==> src/rtl/pp_acc_pkg.sv <==
// Shared types and elaboration helpers for the partial-product accumulator.
// Parameter legality is checked by each instantiating module against params_ok().
package pp_acc_pkg;

  typedef enum logic [1:0] {
    IDLE  = 2'd0,
    ACCUM = 2'd1,
    HOLD  = 2'd2
  } pp_state_t;

  // Width of a fully shifted term, plus one spare bit so the adder sees a clean zero MSB.
  function automatic int term_width(input int in_w, input int digit_w, input int shift_w);
    return in_w + digit_w * ((1 << shift_w) - 1) + 1;
  endfunction

  function automatic bit params_ok(input int in_w, input int acc_w, input int terms);
    return (acc_w >= in_w) && (terms >= 1);
  endfunction

endpackage

==> src/rtl/pp_shift_align.sv <==
// Zero-extends a partial product and shifts it left by a whole number of digits.
// Purely combinational: one candidate per possible shift, then a select.
module pp_shift_align
  import pp_acc_pkg::*;
#(
  parameter int IN_W    = 16,
  parameter int DIGIT_W = 4,
  parameter int SHIFT_W = 2,
  parameter int TERM_W  = term_width(IN_W, DIGIT_W, SHIFT_W)
) (
  input  logic [IN_W-1:0]    in_data,
  input  logic [SHIFT_W-1:0] in_shift,
  output logic [TERM_W-1:0]  term
);

  localparam int NSHIFT = 1 << SHIFT_W;

  logic [TERM_W-1:0] ext;
  logic [TERM_W-1:0] cand [NSHIFT];

  assign ext = {{(TERM_W-IN_W){1'b0}}, in_data};

  for (genvar gi = 0; gi < NSHIFT; gi++) begin : g_cand
    assign cand[gi] = ext << (gi * DIGIT_W);
  end

  assign term = cand[in_shift];

endmodule

==> src/rtl/pp_accumulator.sv <==
// Accumulates digit-aligned partial products into a wide sum with sticky overflow,
// then holds the result on a valid/ready output until the consumer takes it.
module pp_accumulator
  import pp_acc_pkg::*;
#(
  parameter int IN_W    = 16,
  parameter int DIGIT_W = 4,
  parameter int SHIFT_W = 2,
  parameter int ACC_W   = 32,
  parameter int TERMS   = 4
) (
  input  logic               clk,
  input  logic               rst_n,
  input  logic               start,
  input  logic               in_valid,
  output logic               in_ready,
  input  logic [IN_W-1:0]    in_data,
  input  logic [SHIFT_W-1:0] in_shift,
  input  logic               in_last,
  output logic               out_valid,
  input  logic               out_ready,
  output logic [ACC_W-1:0]   out_data,
  output logic               out_ovf,
  output logic               busy
);

  localparam int TERM_W = term_width(IN_W, DIGIT_W, SHIFT_W);
  localparam int SUM_W  = ((ACC_W > TERM_W) ? ACC_W : TERM_W) + 1;
  localparam int CNT_W  = (TERMS > 1) ? $clog2(TERMS) : 1;

  if (!params_ok(IN_W, ACC_W, TERMS)) begin : g_param_check
    $error("pp_accumulator: requires ACC_W >= IN_W and TERMS >= 1");
  end

  pp_state_t          state_reg, state_next;
  logic [ACC_W-1:0]   acc_reg;
  logic               ovf_reg;
  logic [CNT_W-1:0]   cnt_reg;
  logic [ACC_W-1:0]   out_data_reg;
  logic               out_ovf_reg;

  logic [TERM_W-1:0]  term;
  logic [SUM_W-1:0]   sum;
  logic               sum_hi;
  logic               clear;
  logic               beat;
  logic               final_beat;

  pp_shift_align #(
    .IN_W    (IN_W),
    .DIGIT_W (DIGIT_W),
    .SHIFT_W (SHIFT_W),
    .TERM_W  (TERM_W)
  ) u_align (
    .in_data  (in_data),
    .in_shift (in_shift),
    .term     (term)
  );

  assign sum    = {{(SUM_W-ACC_W){1'b0}}, acc_reg} + {{(SUM_W-TERM_W){1'b0}}, term};
  assign sum_hi = |sum[SUM_W-1:ACC_W];

  // A start in HOLD only counts when the result is being taken in the same cycle.
  assign clear = start && ((state_reg == IDLE) || (state_reg == ACCUM) ||
                           ((state_reg == HOLD) && out_ready));
  assign beat       = (state_reg == ACCUM) && in_valid && !start;
  assign final_beat = beat && (in_last || (cnt_reg == CNT_W'(TERMS - 1)));

  always_ff @(posedge clk or negedge rst_n) begin
    if (!rst_n) begin
      state_reg <= IDLE;
    end else begin
      state_reg <= state_next;
    end
  end

  always_comb begin
    state_next = state_reg;
    case (state_reg)
      IDLE: begin
        if (start) state_next = ACCUM;
      end
      ACCUM: begin
        if (start)           state_next = ACCUM;
        else if (final_beat) state_next = HOLD;
      end
      HOLD: begin
        if (out_ready) state_next = start ? ACCUM : IDLE;
      end
      default: state_next = IDLE;
    endcase
  end

  always_comb begin
    in_ready  = 1'b0;
    out_valid = 1'b0;
    busy      = 1'b0;
    case (state_reg)
      ACCUM: begin
        in_ready = 1'b1;
        busy     = 1'b1;
      end
      HOLD: begin
        out_valid = 1'b1;
        busy      = 1'b1;
      end
      default: ;
    endcase
  end

  always_ff @(posedge clk or negedge rst_n) begin
    if (!rst_n) begin
      acc_reg      <= '0;
      ovf_reg      <= 1'b0;
      cnt_reg      <= '0;
      out_data_reg <= '0;
      out_ovf_reg  <= 1'b0;
    end else if (clear) begin
      acc_reg <= '0;
      ovf_reg <= 1'b0;
      cnt_reg <= '0;
    end else if (beat) begin
      acc_reg <= sum[ACC_W-1:0];
      ovf_reg <= ovf_reg | sum_hi;
      cnt_reg <= cnt_reg + CNT_W'(1);
      // The result registers capture the post-update value so HOLD shows the final sum.
      if (final_beat) begin
        out_data_reg <= sum[ACC_W-1:0];
        out_ovf_reg  <= ovf_reg | sum_hi;
      end
    end
  end

  assign out_data = out_data_reg;
  assign out_ovf  = out_ovf_reg;

endmodule

==> config.mk <==
export PLATFORM = sky130hd
export DESIGN_NAME = pp_accumulator
export DESIGN_NICKNAME = d
export VERILOG_FILES = /design/src/rtl/pp_acc_pkg.sv /design/src/rtl/pp_shift_align.sv /design/src/rtl/pp_accumulator.sv
export SDC_FILE = /design/constraint.sdc
export NUM_CORES = 1
export LEC_CHECK = 0
export BUFFER_PORTS_ARGS = -buffer_cell sky130_fd_sc_hd__buf_2
export CELL_PAD_IN_SITES_DETAIL_PLACEMENT = 2
export CELL_PAD_IN_SITES_GLOBAL_PLACEMENT = 2
export CORE_ASPECT_RATIO = 1.1
export CORE_MARGIN = 1.5
export CORE_UTILIZATION = 30
export CTS_BUF_LIST = sky130_fd_sc_hd__clkbuf_16
export CTS_CLUSTER_DIAMETER = 100
export DETAILED_ROUTE_END_ITERATION = 10
export PLACE_DENSITY = 0.68
export RECOVER_POWER = 100
export SLEW_MARGIN = 10
export SYNTH_ARGS = -nofsm -noshare
export SYNTH_HDL_FRONTEND = slang
export SYNTH_SLANG_ARGS = --single-unit
==> constraint.sdc <==
create_clock -name clk -period 2.9 [get_ports clk]
set_clock_uncertainty 0.15 [all_clocks]
set_input_delay 0 -clock clk [delete_from_list [all_inputs] [get_ports clk]]
set_output_delay 0 -clock clk [all_outputs]
set_load 0.02 [all_outputs]
# Word level (Yosys, flattened, before mapping)
# Cells that the tools add are included.
# Widths: inputs -> output; s select.
[classes] add_sub_neg=2 order_cmp=1 n_eq_ne=6 n_mux=18 n_bitwise=3 reduce_logical=14
[op_table] operator="$mux 32" n=2
[op_table] operator="$bmux 29 s2" n=1
[op_table] operator="$mux 29" n=2
[op_table] operator="$add 32x29->33" n=1
[op_table] operator="$mux 2" n=6
[op_table] operator="$mux 1" n=6
[op_table] operator="$pmux 2 s3" n=1
[op_table] operator="$reduce_and 3->1" n=2
[op_table] operator="$logic_and 1x1->1" n=5
[op_table] operator="$eq 2x2->1 const B" n=2
[op_table] operator="$ne 2x2->1 const B" n=2
[op_table] operator="$ge 3x3->1 const B" n=1
[op_table] operator="$logic_or 1x1->1" n=3
[op_table] operator="$ne 3x3->1 const B" n=1
[op_table] operator="$not 2->3" n=1
[op_table] operator="$add 2x1->2 const B" n=1
[op_table] operator="$eq 2x1->1 const B" n=1
[op_table] operator="$logic_not 2->1" n=1
[op_table] operator="$reduce_bool 2->1" n=1
[op_table] operator="$reduce_or 2->1" n=1
[op_table] operator="$logic_not 1->1" n=1
[op_table] operator="$not 1->1" n=1
[op_table] operator="$or 1x1->1" n=1
[word_totals] register_bits=70 in_bits=24 out_inout_bits=36 elab_cells=50

# Depth between registers and ports, before layout
# Gate-level depths: netlist (run 1).
[depth] word_depth=8 ltp_mapped=15 mapped_depth_nobuf=13

# Hierarchy
# A second synthesis (run 1) with hierarchy kept.
[hier_totals] cells_unflattened=511 area_unflattened_um2=4610.7
[modules_own_cells] module="pp_accumulator" instances=1 cells_each=460 area_per_inst_um2=4224.1 seq_area_each_um2=1751.7
[modules_own_cells] module="pp_shift_align" instances=1 cells_each=51 area_per_inst_um2=386.6 seq_area_each_um2=0.0

# Worst setup path before layout (run 1)
# No wires, ideal clock.
[synth_path] path_kind="input port to flip-flop" start="in in_shift[0]" end="reg acc_reg[24]" setup_time_ns=0.138 arrival_ns=3.204 t_required_ns=2.612 setup_slack_ns=-0.592 stages=15 n_path_buf=2 cell_sequence="clkbuf_1 clkbuf_1 nor2_1 and2_1 ha_1 fa_1 a21o_1 a221oi_2 nor2b_2 a211o_2 a31o_1 a21oi_2 o21ai_1 xnor2_1 o22ai_1"
[synth_via] elab_chain_len=7
[synth_rtl] element="start, declared" line_no="pp_accumulator.sv:18" source="input logic [SHIFT_W-1:0] in_shift,"
[synth_rtl] element="$not 2->3 (not written as such)" line_no="pp_shift_align.sv:27" source="assign term = cand[in_shift];"
[synth_rtl] element="$bmux 29 s2" line_no="pp_shift_align.sv:27"
[synth_rtl] element="$mux 29 (not written as such) (2 in a row)" line_no="pp_shift_align.sv:27"
[synth_rtl] element="$add 32x29->33" line_no="pp_accumulator.sv:60" source="assign sum = {{(SUM_W-ACC_W){1'b0}}, acc_reg} + {{(SUM_W-TERM_W){1'b0}}, term};"
[synth_rtl] element="$mux 32" line_no="pp_accumulator.sv:122" source="end else if (beat) begin"
[synth_rtl] element="$mux 32" line_no="pp_accumulator.sv:118" source="end else if (clear) begin"
[synth_rtl] element="end signal, assigned" line_no="pp_accumulator.sv:123" source="acc_reg <= sum[ACC_W-1:0];"
[synth_rtl] element="end, declared" line_no="pp_accumulator.sv:36" source="logic [ACC_W-1:0] acc_reg;"
# Every way passes these cells. The select of a mux whose other input is x is not followed.
# A chain may end at the register's enable or synchronous reset.

# Worst setup path after layout (run 1)
[layout_path] start="reg acc_reg[0]" end="reg acc_reg[24]"
[layout_via] elab_chain_len=3
[layout_rtl] element="$add 32x29->33" line_no="pp_accumulator.sv:60"
[layout_rtl] element="$mux 32" line_no="pp_accumulator.sv:122"
[layout_rtl] element="$mux 32" line_no="pp_accumulator.sv:118"
# Every way passes these cells. The select of a mux whose other input is x is not followed.

==> flow_metrics.py, run 1 <==
metrics = {
    "yosys": {
        "synth_nets": 540,
        "synth_top_area_share_pct": 39.4,
        "synth.avg_cell_area_um2": 9.23,
        "synth_top_cell_by_area": "dfrtp_1",
        "yosysWarnings": 0,
        "syn-cell-area_mm2": 0.00445,
        "ys_ff_latch": 70,
        "synth_top_cells_by_count": "nand2_1, dfrtp_1, ha_1",
        "synthCells": 482,
        "yosysMostFrequentCell": "nand2_1",
        "netlist-cell-type-count": 50,
        "synth.top_cells.by_area": "dfrtp_1, ha_1, nand2_1, o22ai_1, xnor2_1",
        "synth_edf_count": 0,
        "async_flop_share_pct": 100,
        "ys_seq_area_share_pct": 39.4,
        "synthFlopType": "dfrtp_1",
    },
    "critical_path": {
        "end_kind": "register",
        "crit_path_start_kind": "register",
        "path_max_fanout": 4,
        "critical_path_arrival_ns": 3.10,
        "cp_num_buf_inv": 0,
        "crit_family": "compound AO/OA/AOI/OAI gates",
        "cp.required_ns": 2.94,
        "cpMaxStageDelayCell": "dfrtp_1",
        "max_stage_delay_ns": 0.39,
        "worstSetupPathType": "reg2reg",
        "crit_chain": "ha_2 -> fa_2 -> a21o_1 -> a221oi_2 -> nor2b_2 -> a211o_4 -> a31o_1 -> a21oi_2 -> o21ai_2 -> xnor2_2 -> o22ai_1",
    },
    "floorplan": {
        "die_x_um": 119,
        "pin_count": 60,
        "core-area_mm2": 0.0144,
        "start_util_pct": 30.8,
        "rows": 46,
        "die_h_um": 131,
        "fp.dieArea_mm2": 0.0156,
    },
    "clock_network": {
        "cts_tree": "done",
        "cts.sinks": 70,
        "path_clk_slew_ns": 0.06,
        "cts_root_buf": "clkbuf_16",
        "htreeDepth": 3,
        "cts_made_buffers": 9,
        "clock_latency_ns": 0.35,
        "cts_buffer_depth": 2,
    },
    "cells_and_area": {
        "n_antenna_cell": 0,
        "final_nets": 680,
        "drive_above_1_share_pct": 31.7,
        "fill_cells": 1576,
        "fin_util_pct": 42.9,
        "area_growth_pct": 39.4,
    },
    "placement": {
        "numPortBuffers": 59,
        "place.gp.congestion": 0.905,
        "dp.final_hpwl_um": 11900,
    },
    "sta": {
        "min_period_ns": 3.05,
        "slew_headroom_pct": -26.1,
        "max_freq_ghz": 0.328,
        "worst_slack_ns": -0.153,
        "holdWs_ns": 0.121,
        "tightest_slew_ns": 1.89,
        "slew_viol_final": 35,
        "period_share_pct": 105,
        "setup_tns_ns": -1.45,
        "hold_viol": 0,
        "rsz0062_at_grt": "true",
        "finalSetupViolations": 18,
    },
    "flow_run": {
        "max_cap_violations": 1,
    },
    "outcome": {
        "violations": "capacitance limit, slew limit, setup timing",
        "status": "finished, violations left",
    },
    "grt": {
        "grt_pass1_vias": 4785,
        "gr-max-usage-layer": "met2",
        "grt_start_max_net_pins": 43,
        "antenna_found_initial": 0,
        "grt_util_met3_pct": 2.56,
        "grt_overflow": 0,
        "grt_usage_pct": 21.6,
        "grt_util_met2_pct": 41.9,
        "use_met1_pct": 24.3,
        "grt_pass1_wl_um": 25700,
    },
    "drt": {
        "drtIter0Drc": 80,
        "viasPerCell": 5.22,
        "wl_per_cell_um": 20.4,
        "wl_um": 16700,
        "drc": 0,
        "num_vias": 4276,
        "drt-pass1-iter-count": 4,
        "ant_nets": 0,
    },
    "power_and_ir_drop": {
        "power_density_mw_per_mm2": 833,
        "power_w": 0.00516,
        "vdd_drop_max_uv": 353,
        "p_leak_nw": 2.90,
    },
    "min_path": {
        "hold_class": "in2reg",
    },
}
## per-stage QoR
step,instances,setup WS [ns],area (um2)
floorplan,482,-0.0247,4510
global placement,790,-0.416,5540
detailed placement,790,-0.501,5540
CTS,814,-0.181,6060
global route,819,-0.246,6200
finish,819,-0.153,6200
## routing by layer
metal,wire length (um),share of wire (%)
met3,375,2.2
met5,0,0
met1,6990,42
met4,280,1.7
met2,9100,54
## final timing paths
path                              start           end  slack, ns  depth (start not counted)
setup / recovery             acc_reg[0]   acc_reg[24]      -0.15                         11
hold / removal                  in_last   out_data[2]       0.12                          4
setup reg to reg             acc_reg[0]   acc_reg[24]      -0.15                         11
hold reg to reg            out_data[25]  out_data[25]       0.33                          2
max in group asynchronous         rst_n    acc_reg[7]       0.52                          3
min in group asynchronous         rst_n  out_data[28]       0.56                          2
## layout make-up
class / instances / area (um2) / area share (%)
Multi-Input combinational cell: 378 / 2890 / 46.6
Sequential cell: 70 / 1750 / 28.2
Timing Repair Buffer: 154 / 988 / 15.9
Tap cell: 192 / 240 / 3.87
Clock buffer: 9 / 225 / 3.63
Clock inverter: 7 / 72.6 / 1.17
Inverter: 9 / 33.8 / 0.545
## cells in the final DEF (no fill, tap or decap), types with 12 or more instances in the layout
master / instances
ha_1: 26
o21ai_0: 22
xor2_1: 13
nor2_1: 18
a21o_1: 17
buf_2: 22
o21ai_1: 22
o22ai_1: 22
dfrtp_1: 70
clkbuf_1: 36
nand2_1: 75
a21oi_1: 20
buf_4: 87
a22o_1: 12
## timing repair
| action | 4_1_cts | 5_1_grt |
|---|---|---|
| gates resized for setup | 32 | 30 |
| setup buffers | 5 | 6 |
| pin swaps | 25 | 24 |
| hold endpoints to repair | 35 | 0 |
| hold buffers | 3 | 0 |
| endpoints found under the setup margin | 28 | 36 |
## where the power goes
group	switching, W	internal (W)
logic	0.00151	0.00102
clock network	0.000463	0.000669
registers	0.000209	0.00129
total	0.00218	0.00298
## tightest hold or removal path: cells and delay by family
family	cells	cell delay, ns
compound gates	2	0.34
buf+inv	1	0.08
simple gates	1	0.15
## kinds of logic after synthesis
logic type	Yosys count	share of synthesized area [%]
xor gates and xnor gates	30	5.91
buffers and inverters	34	2.93
AOI/OAI and AO/OA	158	23.2
adders and majority gates	34	9.73
muxes	22	5.23
and+or+nand+nor	134	13.7
DFF	70	39.4
Note: power is estimated with default switching activity, not from simulation.
==> run 2, diff against run 1 <==
HOLD_SLACK_MARGIN = 0.15   (was default)
==> run 2 against run 1 <==
The run still ends with capacitance limit, slew limit, setup timing left. Total power is essentially flat. Combinational power is essentially flat. Sequential share of layout area shrank 0.091 points. Clock power is essentially flat. Count of clock-buffer cells in the layout is the same. Cell area grew 0.32%. Worst hold slack gained 0.080 ns. Critical path depth is the same. Critical path type unchanged. Critical endpoint unchanged. Largest power group unchanged. Highest routed layer unchanged.
==> flow_metrics.py, run 2 (synthesized netlist as in run 1, its figures left out) <==
metrics = {
    "critical_path": {
        "cp.required_ns": 2.94,
        "max_stage_delay_ns": 0.39,
        "crit_chain": "ha_2 -> fa_2 -> a21o_1 -> a221oi_2 -> nor2b_2 -> a211o_4 -> a31o_1 -> a21oi_2 -> o21ai_2 -> xnor2_2 -> o22ai_1",
        "rrSetupSlack_ns": -0.15,
        "crit_path_start_kind": "register",
        "ff2ff_path_depth": 11,
        "end_kind": "register",
        "crit_family": "compound AO/OA/AOI/OAI gates",
        "worstSetupPathType": "reg2reg",
        "cpMaxStageDelayCell": "dfrtp_1",
        "cp.depth": 11,
        "critical_path_arrival_ns": 3.10,
        "cp_num_buf_inv": 0,
        "path_max_fanout": 4,
    },
    "sta": {
        "finalSetupViolations": 15,
        "min_period_ns": 3.05,
        "setup_tns_ns": -1.46,
        "hold_viol": 0,
        "rsz0062_at_grt": "true",
        "tightest_slew_ns": 1.89,
        "period_share_pct": 105,
        "worst_slack_ns": -0.155,
        "slew_headroom_pct": -26.1,
        "max_freq_ghz": 0.327,
        "slew_viol_final": 35,
    },
    "clock_network": {
        "cts_tree": "done",
        "cts_buffer_depth": 2,
        "cts_made_buffers": 9,
        "path_clk_slew_ns": 0.06,
        "htreeDepth": 3,
        "cts_root_buf": "clkbuf_16",
        "cts.sinks": 70,
        "clock_latency_ns": 0.35,
    },
    "floorplan": {
        "rows": 46,
        "die_h_um": 131,
        "pin_count": 60,
        "die_x_um": 119,
        "start_util_pct": 30.8,
        "core-area_mm2": 0.0144,
        "fp.dieArea_mm2": 0.0156,
    },
    "drt": {
        "drtIter0Drc": 69,
        "drt-pass1-iter-count": 4,
        "wl_per_cell_um": 20.4,
        "drc": 0,
        "wl_um": 16800,
        "viasPerCell": 5.22,
        "ant_nets": 0,
        "num_vias": 4282,
    },
    "outcome": {
        "status": "finished, violations left",
        "violations": "capacitance limit, slew limit, setup timing",
    },
    "cells_and_area": {
        "n_antenna_cell": 0,
        "final_nets": 682,
        "layout_commonest_cell": "buf_4",
        "final_cell_mix": "buf_4, nand2_1, dfrtp_1",
        "fin_util_pct": 43.1,
        "area_growth_pct": 39.9,
        "drive_above_1_share_pct": 31.6,
    },
    "flow_run": {
        "max_cap_violations": 1,
    },
    "placement": {
        "dp.final_hpwl_um": 11900,
        "dp_slack_ns": -0.501,
        "numPortBuffers": 59,
        "place.gp.congestion": 0.905,
    },
    "grt": {
        "grt_start_max_net_pins": 43,
        "grt_pass1_vias": 4786,
        "grt_overflow": 0,
        "antenna_found_initial": 0,
        "grt_usage_pct": 21.6,
        "grt_pass1_wl_um": 25700,
    },
    "min_path": {
        "min_path_cells": 4,
        "hold_class": "in2reg",
    },
    "power_and_ir_drop": {
        "p_leak_nw": 2.91,
        "vdd_drop_max_uv": 353,
        "power_density_mw_per_mm2": 830,
    },
}
[run 2: cell type report]
type / count / area, um2
fill: 1578 / 8220
multi-input combinational: 378 / 2890
sequential: 70 / 1750
timing repair buffer: 156 / 1010
tap: 192 / 240
clock buffer: 9 / 225
clock inverter: 7 / 72.6
inverter: 9 / 33.8
[run 2: power by group]
part,leakage [nW],total (W),switching [W],internal (W)
combinational,1.83,0.00253,0.00151,0.00102
sequential,0.935,0.00150,0.000210,0.00129
clock,0.144,0.00113,0.000462,0.000669
total,2.91,0.00516,0.00218,0.00298
[run 2: final timing paths]
check | from | endpoint
min | in_data[0] | out_data[0]
min in group asynchronous | rst_n | out_data[28]
min reg2reg | out_data[25] | out_data[25]
max | acc_reg[0] | acc_reg[24]
max in group asynchronous | rst_n | acc_reg[7]
max reg2reg | acc_reg[0] | acc_reg[24]
[run 2: per-stage QoR]
stage                     hold slack, ns  cells  total power, W  instance area [um2]
final                              0.201    821         0.00516                 6220
after global routing               0.215    821         0.00549                 6220
after CTS                          0.168    816         0.00515                 6080
after detailed placement        -0.00790    790         0.00387                 5540
after global placement           -0.0179    790         0.00375                 5540
after floorplan                   -0.446    482         0.00286                 4510
[run 2: repair_timing]
item,CTS,global route
endpoints found under the hold margin,69,0
hold buffers,5,0
cloned,0,0
setup endpoints to repair,28,36
buffers inserted,5,6
gates resized for setup,32,30
pin swaps,25,24
[run 2: worst register-to-register path, stage by stage (launching register included)]
cell and delay [ns]:
dfrtp_1 0.39, ha_2 0.20, fa_2 0.34, a21o_1 0.21, a221oi_2 0.33, nor2b_2 0.13, a211o_4 0.38, a31o_1 0.20
a21oi_2 0.20, o21ai_2 0.10, xnor2_2 0.17, o22ai_1 0.10
[run 2: routing by layer]
layer,track usage (%),wire length [um],vias to the layer above
li1,-,-,2025
met1,24.4,7020,2175
met2,42.0,9090,66
met3,2.56,366,16
met4,7.73,284,0
met5,0,0,-
==> run 3, diff against run 2 <==
--- a/config.mk
+++ b/config.mk
@@ -22,2 +22,3 @@
 export SYNTH_HDL_FRONTEND = slang
 export SYNTH_SLANG_ARGS = --single-unit
+export TNS_END_PERCENT = 1
--- a/constraint.sdc
+++ b/constraint.sdc
@@ -3,3 +3,3 @@
 set_input_delay 0 -clock clk [delete_from_list [all_inputs] [get_ports clk]]
 set_output_delay 0 -clock clk [all_outputs]
-set_load 0.02 [all_outputs]
+set_load 0.005 [all_outputs]
==> run 3 against run 2 <==
The run still ends with capacitance limit, slew limit, setup timing left. Critical path type unchanged. Die area unchanged. Worst hold slack gained 0.086 ns. Count of clock-buffer cells in the layout unchanged.
==> flow_metrics.py, run 3 (synthesized netlist as in run 1, its figures left out) <==
metrics = {
    "outcome": {
        "status": "finished, violations left",
        "violations": "capacitance limit, slew limit, setup timing",
    },
    "drt": {
        "drt-pass1-iter-count": 4,
        "viasPerCell": 5.20,
        "drc": 0,
        "ant_nets": 0,
        "routed-wl-met3_um": 356,
        "drt-met1-wl_um": 6850,
        "wl_um": 16400,
        "num_vias": 4299,
        "drtIter0Drc": 107,
        "dr_wl_met2_um": 8770,
        "top_layer": "met4",
        "wl_per_cell_um": 19.8,
    },
    "placement": {
        "dp.final_hpwl_um": 12100,
        "numPortBuffers": 59,
        "dpl.cell_count": 802,
        "place.gp.congestion": 0.900,
        "dp_slack_ns": -0.630,
    },
    "cells_and_area": {
        "final_nets": 688,
        "stdcell_count": 827,
        "final_cell_mix": "buf_4, nand2_1, dfrtp_1",
        "fin_util_pct": 43.1,
        "drive_above_1_share_pct": 32.4,
        "n_antenna_cell": 0,
        "area_growth_pct": 39.9,
        "layout_commonest_cell": "buf_4",
    },
    "sta": {
        "min_period_ns": 3.16,
        "slew_viol_final": 37,
        "period_share_pct": 109,
        "tightest_slew_ns": 2.14,
        "rsz0062_at_grt": "true",
        "worst_slack_ns": -0.256,
        "slew_headroom_pct": -42.8,
        "max_freq_ghz": 0.317,
        "hold_viol": 0,
        "finalSetupViolations": 13,
        "holdWs_ns": 0.287,
    },
    "grt": {
        "grt_pass1_vias": 4865,
        "antenna_found_initial": 0,
        "grt_pass1_wl_um": 26000,
        "grt_overflow": 0,
        "grt_start_max_net_pins": 45,
        "grt_usage_pct": 21.9,
    },
    "floorplan": {
        "fp.dieArea_mm2": 0.0156,
        "core-area_mm2": 0.0144,
        "pin_count": 60,
        "die_x_um": 119,
        "rows": 46,
        "start_util_pct": 30.8,
        "die_h_um": 131,
    },
    "min_path": {
        "hold_class": "in2reg",
    },
    "power_and_ir_drop": {
        "vdd_drop_max_uv": 312,
        "p_leak_nw": 2.99,
        "power_w": 0.00497,
        "power_density_mw_per_mm2": 799,
    },
    "clock_network": {
        "htreeDepth": 3,
        "cts_tree": "done",
        "path_clk_slew_ns": 0.06,
        "cts_made_buffers": 9,
        "cts_root_buf": "clkbuf_16",
        "cts_buffer_depth": 2,
        "clock_latency_ns": 0.36,
        "cts.sinks": 70,
    },
    "critical_path": {
        "max_stage_delay_ns": 0.41,
        "end_kind": "register",
        "path_max_fanout": 4,
        "cp.required_ns": 2.95,
        "crit_chain": "ha_4 -> fa_2 -> a21o_1 -> a221oi_4 -> nor2b_4 -> a211o_4 -> a31o_4 -> a21oi_4 -> o21ai_2 -> xnor2_2 -> o22ai_2",
        "cpMaxStageDelayCell": "dfrtp_1",
        "worstSetupPathType": "reg2reg",
        "critical_path_arrival_ns": 3.21,
        "crit_path_start_kind": "register",
        "rrSetupSlack_ns": -0.26,
    },
    "flow_run": {
        "max_cap_violations": 1,
    },
}
[run 3: cell count changes in the layout (fill, tap and decap cells not counted), sizes merged]
cell         before  now
clkbuf           47   34
dlygate4sd3       5    6
buf             113  131
[run 3: power breakdown]
| group | total [W] | switching (W) | internal, W |
|---|---|---|---|
| Clock | 0.00112 | 0.000459 | 0.000660 |
| Sequential | 0.00149 | 0.000194 | 0.00129 |
| Combinational | 0.00236 | 0.00129 | 0.00107 |
| Total | 0.00497 | 0.00194 | 0.00303 |
[run 3: per-stage QoR]
stage | cell area, um2 | setup TNS (ns)
after CTS | 6060 | -2.47
final | 6220 | -1.79
after floorplan | 4470 | -0.503
after detailed placement | 5620 | -15.84
after global routing | 6220 | -8.04
after global placement | 5620 | -10.17
[run 3: path summary, 6_finish.rpt]
kind | end | cells past startpoint | startpoint
min in group asynchronous | out_data[28] | 2 | rst_n
min | acc_reg[1] | 6 | in_data[1]
min reg2reg | out_data[10] | 2 | out_data[10]
max reg2reg | acc_reg[24] | 11 | acc_reg[0]
max in group asynchronous | acc_reg[21] | 3 | rst_n
max | acc_reg[24] | 11 | acc_reg[0]
[run 3: repair_timing]
action                     4_1_cts  5_1_grt
hold buffers                     6        0
setup buffers                    2        1
pin swaps                       10       15
setup endpoints to repair       30       36
hold endpoints to repair        55        0
gates resized for setup         15       35
[run 3: final cells by class]
type	count	area (um2)
Sequential cell	70	1750
Clock buffer	9	225
Timing Repair Buffer	162	1060
Clock inverter	7	67.6
Tap cell	192	240
Inverter	9	33.8
Multi-Input combinational cell	378	2850
Fill cell	1597	8220
[run 3: worst max-delay path, delay by kind of cell, from the launching register on]
family                     cells  cell delay, ns
adders and majority gates      2            0.53
DFF                            1            0.41
and+or+nand+nor                1            0.11
AOI/OAI and AO/OA              7            1.59
xor gates and xnor gates       1            0.22
[run 3: metal layers]
metal	up-vias	global-route usage [%]
li1	2037	-
met2	62	40.7
met1	2176	25.0
met5	-	0
met3	24	3.34
met4	0	9.99
